File: src/rtl/calculator_pkg.sv
// calculator_pkg: shared calculator widths plus the word unpacker's state and half-select types.
package calculator_pkg;
  localparam int DATA_W        = 32;
  localparam int MEM_WORD_SIZE = 64;
  typedef enum logic [1:0] {IDLE, LOW, HIGH} unpack_state_t;
  typedef logic half_sel_t;
  localparam half_sel_t LOWER_HALF = 1'b0;
  localparam half_sel_t UPPER_HALF = 1'b1;
endpackage

File: src/rtl/word_unpacker.sv
// word_unpacker: replays one memory word as lower then upper DATA_W halves over valid/ready.
// Optional completed-word counter on words_done_o when UNPACK_WORD_CNT_EN is defined.
module word_unpacker #(
  parameter int DATA_W        = calculator_pkg::DATA_W,
  parameter int MEM_WORD_SIZE = calculator_pkg::MEM_WORD_SIZE
) (
  input  logic                     clk_i,
  input  logic                     rst_ni,
  input  logic                     word_valid_i,
  output logic                     word_ready_o,
  input  logic [MEM_WORD_SIZE-1:0] word_i,
  input  logic                     flush_i,
  output logic                     half_valid_o,
  input  logic                     half_ready_i,
  output logic [DATA_W-1:0]        half_o,
  output logic                     loc_sel_o,
  output logic                     last_o,
  output logic                     busy_o
`ifdef UNPACK_WORD_CNT_EN
  , output logic [15:0]            words_done_o
`endif
);
  import calculator_pkg::*;
  if (MEM_WORD_SIZE != 2 * DATA_W) begin : g_width_chk
    $error("word_unpacker: MEM_WORD_SIZE must equal 2*DATA_W");
  end
  unpack_state_t state_q, state_d;
  logic [MEM_WORD_SIZE-1:0] held_q;
  logic half_hs, word_hs;
  assign half_hs      = half_valid_o && half_ready_i;
  assign word_ready_o = !flush_i && (state_q == IDLE || (state_q == HIGH && half_ready_i));
  assign word_hs      = word_valid_i && word_ready_o;
  always_comb begin
    state_d = flush_i            ? IDLE :
              (state_q == IDLE)  ? (word_hs ? LOW : IDLE) :
              (state_q == LOW)   ? (half_hs ? HIGH : LOW) :
              half_hs            ? (word_hs ? LOW : IDLE) : HIGH;
  end
  always_ff @(posedge clk_i or negedge rst_ni) begin
    if (!rst_ni) begin
      state_q <= IDLE;
      held_q  <= '0;
    end else begin
      state_q <= state_d;
      if (word_hs) held_q <= word_i;
    end
  end
  assign half_valid_o = (state_q != IDLE);
  assign busy_o       = (state_q != IDLE);
  assign loc_sel_o    = (state_q == HIGH) ? UPPER_HALF : LOWER_HALF;
  assign last_o       = (state_q == HIGH);
  assign half_o       = (state_q == LOW)  ? held_q[DATA_W-1:0] :
                        (state_q == HIGH) ? held_q[MEM_WORD_SIZE-1:DATA_W] : '0;
`ifdef UNPACK_WORD_CNT_EN
  // flush wins over the upper handshake, so dropped words are never counted
  always_ff @(posedge clk_i or negedge rst_ni) begin
    if (!rst_ni) words_done_o <= '0;
    else if (state_q == HIGH && half_ready_i && !flush_i) words_done_o <= words_done_o + 16'd1;
  end
`endif
endmodule

File: config.mk
export PLATFORM = sky130hd
export DESIGN_NAME = word_unpacker
export DESIGN_NICKNAME = d
export VERILOG_FILES = /design/src/rtl/calculator_pkg.sv /design/src/rtl/word_unpacker.sv
export SDC_FILE = /design/constraint.sdc
export NUM_CORES = 1
export LEC_CHECK = 0
export ABC_AREA = 1
export BUFFER_PORTS_ARGS = -buffer_cell sky130_fd_sc_hd__clkbuf_2
export CAP_MARGIN = 40
export CORE_MARGIN = 2
export CORE_UTILIZATION = 35
export CTS_BUF_LIST = sky130_fd_sc_hd__clkbuf_8 sky130_fd_sc_hd__clkbuf_16
export DETAILED_ROUTE_END_ITERATION = 6
export SYNTH_ARGS = -nofsm -noshare
export SYNTH_HDL_FRONTEND = slang
export SYNTH_SLANG_ARGS = --single-unit
File: constraint.sdc
create_clock -name clk_i -period 1.3 [get_ports clk_i]
set_input_delay 0 -clock clk_i [delete_from_list [all_inputs] [get_ports clk_i]]
set_output_delay 0 -clock clk_i [all_outputs]
set_load 0.05 [all_outputs]
==> qor.tcl <==
set qor(worst_pin_slew_ns) 0.367
set qor(post_synth_main_area_contributors) {dfrtp_1 (52%), nand2_1 (27%), nand4_1 (13%)}
set qor(cts_tree) {built}
set qor(grt_use_total_pct) 20.4
set qor(status) {complete, but fails checks}
set qor(timing.critical_path.cells) {nor2_4 -> buf_6 -> nand2_1 -> nand2_1 -> clkbuf_8}
set qor(layout_worst_path_cycle_share_pct) 116
set qor(yosysSeqAreaShare_pct) 52.0
set qor(crit-reg2reg-launch) {state_q[0]}
set qor(skew_ns) 0.00667
set qor(pin_count) 106
set qor(post_synth_instance_area_um2) 3170
set qor(yosysWarningCount) 0
set qor(initial_utilization_pct) 36.2
set qor(met1_layer_wirelength_in_the_final_routing_um) 4600
set qor(worst_setup_path_start_kind) {flip-flop}
set qor(fin_ws_ns) -0.202
set qor(tritoncts.num_buffers) 9
set qor(port_buffers) 105
set qor(critPathArrivalTime_ns) 1.50
set qor(max-vdd-ir-drop_mv) 0.517
set qor(maxCapViolations) 0
set qor(end_kind) {output port}
set qor(power-per-cell-area_nw_per_um2) 1060
set qor(place.detailed.hpwl_um) 5650
set qor(total_leakage_power_nw) 2.97
set qor(crit_path_top_delay_cell) {dfrtp_2}
set qor(numClockSinks) 66
set qor(post_route_cells_drive_above_1_share_pct) 45.7
set qor(drc) 0
set qor(fill_cells) 668
set qor(root_buffer) {clkbuf_8}
set qor(area_delta_synth_final_pct) 84.8
set qor(die_h_um) 99.2
set qor(clock_latency_of_the_later_clocked_register_in_the_worst_skew_pair_ns) 0.34
set qor(synth.net_count) 473
set qor(post_synth_most_frequent_cells) {nand2_1 (228), dfrtp_1 (66), nand4_1 (64), buf_2 (19)}
set qor(detail-route-antenna-nets) 0
set qor(fp.dieArea_um2) 9850
set qor(min_path_type) {in -> reg}
set qor(route.final.wire_length_um) 11100
set qor(violated_checks) {negative setup slack}
set qor(rsz0062_at_grt) {true}
set qor(top_layer_used) {met4}
set qor(largest_stage_delay_on_the_critical_path_ns) 0.45
set qor(grt_pass1_wl_um) 16000
set qor(worstRegToRegCells) 7
set qor(drv_slew) 0
set qor(cell_depth_of_the_worst_setup_path) 5
set qor(drt_first_pass_iters) 4
set qor(syn_inst) 404
set qor(timing.hold.worst.start) {word_valid_i}
set qor(fp.coreArea_um2) 8760
set qor(critical_path_class) {reg -> out}
set qor(first_iter_violations) 149
set qor(antenna_cells_inserted) 0
set qor(die_w_um) 99.2
set qor(gr-total-overflow) 0
set qor(regToRegSetupSlack_ns) -0.17
set qor(timing.final.hold_violations) 0
set qor(wl_met3_um) 504
set qor(synth_top_cell_area_share_pct) 52.0
set qor(finalSetupViolCount) 102
set qor(fin_crit_ns) 1.50
set qor(cell_with_the_most_instances_after_synthesis) {nand2_1}
set qor(cts.path.max_buffers) 2
set qor(post-route-util_pct) 66.9
set qor(avgSynthCellArea_um2) 7.86
set qor(worst_ep_required_time_ns) 1.30
set qor(grt_antenna_before_repair) 0
set qor(placement_rows) 34
set qor(ys_async_sr_fraction_pct) 100
set qor(detail_route.wl_per_cell_um) 15.8
set qor(grt_max_degree) 67
set qor(place.gp.congestion) 0.809
set qor(critical_path.startpoint) {state_q[1]}
set qor(cts_htree_levels) 3
set qor(min_path_cells) 3
set qor(timing.max_slew.rel_slack_pct) 75.5
set qor(num-nets-final) 655
set qor(fmax_ghz) 0.666
set qor(crit_fanout) 10
set qor(hold-worst-slack_ns) 0.0957
set qor(yosys_register_bits) 66
set qor(netlist-cell-type-count) 14
set qor(vias_after_detailed_routing) 3550
set qor(cts.reportedPaths.clkPinSlew_ns) 0.07
set qor(route.met2.wl_um) 5740
set qor(critical-path-top-cell-by-count) {nand2_1}
set qor(path_buf_inv) 2
set qor(route.detailed.vias_per_inst) 5.08
set qor(largest_area_contributor_in_the_synthesized_netlist) {dfrtp_1}
set qor(worst_path_dominant_cell_family) {flip-flops}
set qor(synth_edf_count) 0
set qor(ys_dominant_reg_cell) {dfrtp_1}
set qor(grt_pass1_vias) 3408
[registers in the layout, summed over array words and instances, names as in the netlist]
name,cells
held_q,64
state_q,2
[stage by stage]
| step | power (mW) | area [um2] | setup slack, ns | instances | setup TNS (ns) |
|---|---|---|---|---|---|
| after CTS | 5.77 | 5180 | -0.209 | 687 | -7.64 |
| after global routing | 6.50 | 5870 | -0.291 | 699 | -20.73 |
| after detailed placement | 3.62 | 3880 | 0.00929 | 600 | 0 |
| after floorplan | 3.24 | 3200 | 0.0110 | 404 | 0 |
| final | 6.21 | 5870 | -0.202 | 699 | -13.24 |
| after global placement | 3.59 | 3880 | 0.0467 | 600 | 0 |
[per-layer routing]
metal  up-vias  track usage, %
met5         -               0
met2       123            34.1
met4         0            9.59
met3        22            3.65
met1      1715            25.7
li1       1690               -
[path summary, 6_finish.rpt]
path	to
max reg2reg	held_q[14]
min reg2reg	held_q[44]
min in group asynchronous	held_q[47]
min	held_q[48]
max in group asynchronous	state_q[1]
max	half_o[11]
[worst register-to-register path, stage by stage, from the launching register on]
cell and delay [ns]:
dfrtp_1 0.40, buf_6 0.13, nor2_4 0.13, buf_6 0.16
nand3_4 0.18, clkbuf_16 0.25, nand2_2 0.07, nand2_1 0.04
[repair_timing]
action	CTS	global route
cloned	1	10
endpoints found under the setup margin	37	102
gates resized for setup	89	162
pin swaps	1	0
setup buffers	3	2
hold endpoints to repair	132	0
hold buffers	67	0
[layout make-up]
class / count / area [um2] / share of cell area, %
Timing Repair Buffer: 206 / 2090 / 35.6
Multi-Input combinational cell: 300 / 1760 / 29.9
Sequential cell: 66 / 1650 / 28.2
Clock buffer: 13 / 179 / 3.05
Tap cell: 108 / 135 / 2.30
Clock inverter: 3 / 37.5 / 0.640
Inverter: 3 / 16.3 / 0.277
[logic make-up after synthesis]
kind of cell / share of synthesized area, %
AOI/OAI and AO/OA: 0.315
buffers and inverters: 7.13
DFF: 52.0
and+or+nand+nor: 40.5
[power breakdown]
group | switching [mW] | leakage [nW] | internal (mW)
Combinational | 0.875 | 2.03 | 0.830
Sequential | 0.282 | 0.819 | 2.37
Clock | 0.762 | 0.118 | 1.08
Total | 1.92 | 2.97 | 4.29
[placed cells by master, fill, tap and decap left out, drive strengths merged]
master       instances
buf                 50
bufinv               1
a21oi                2
or2                  1
clkinv               1
dlygate4sd3         67
clkbuf             102
nand4               64
nand2              228
nand3                2
dfrtp               66
nor2                 2
and2                 1
inv                  4
(Power assumes the default switching activity.)
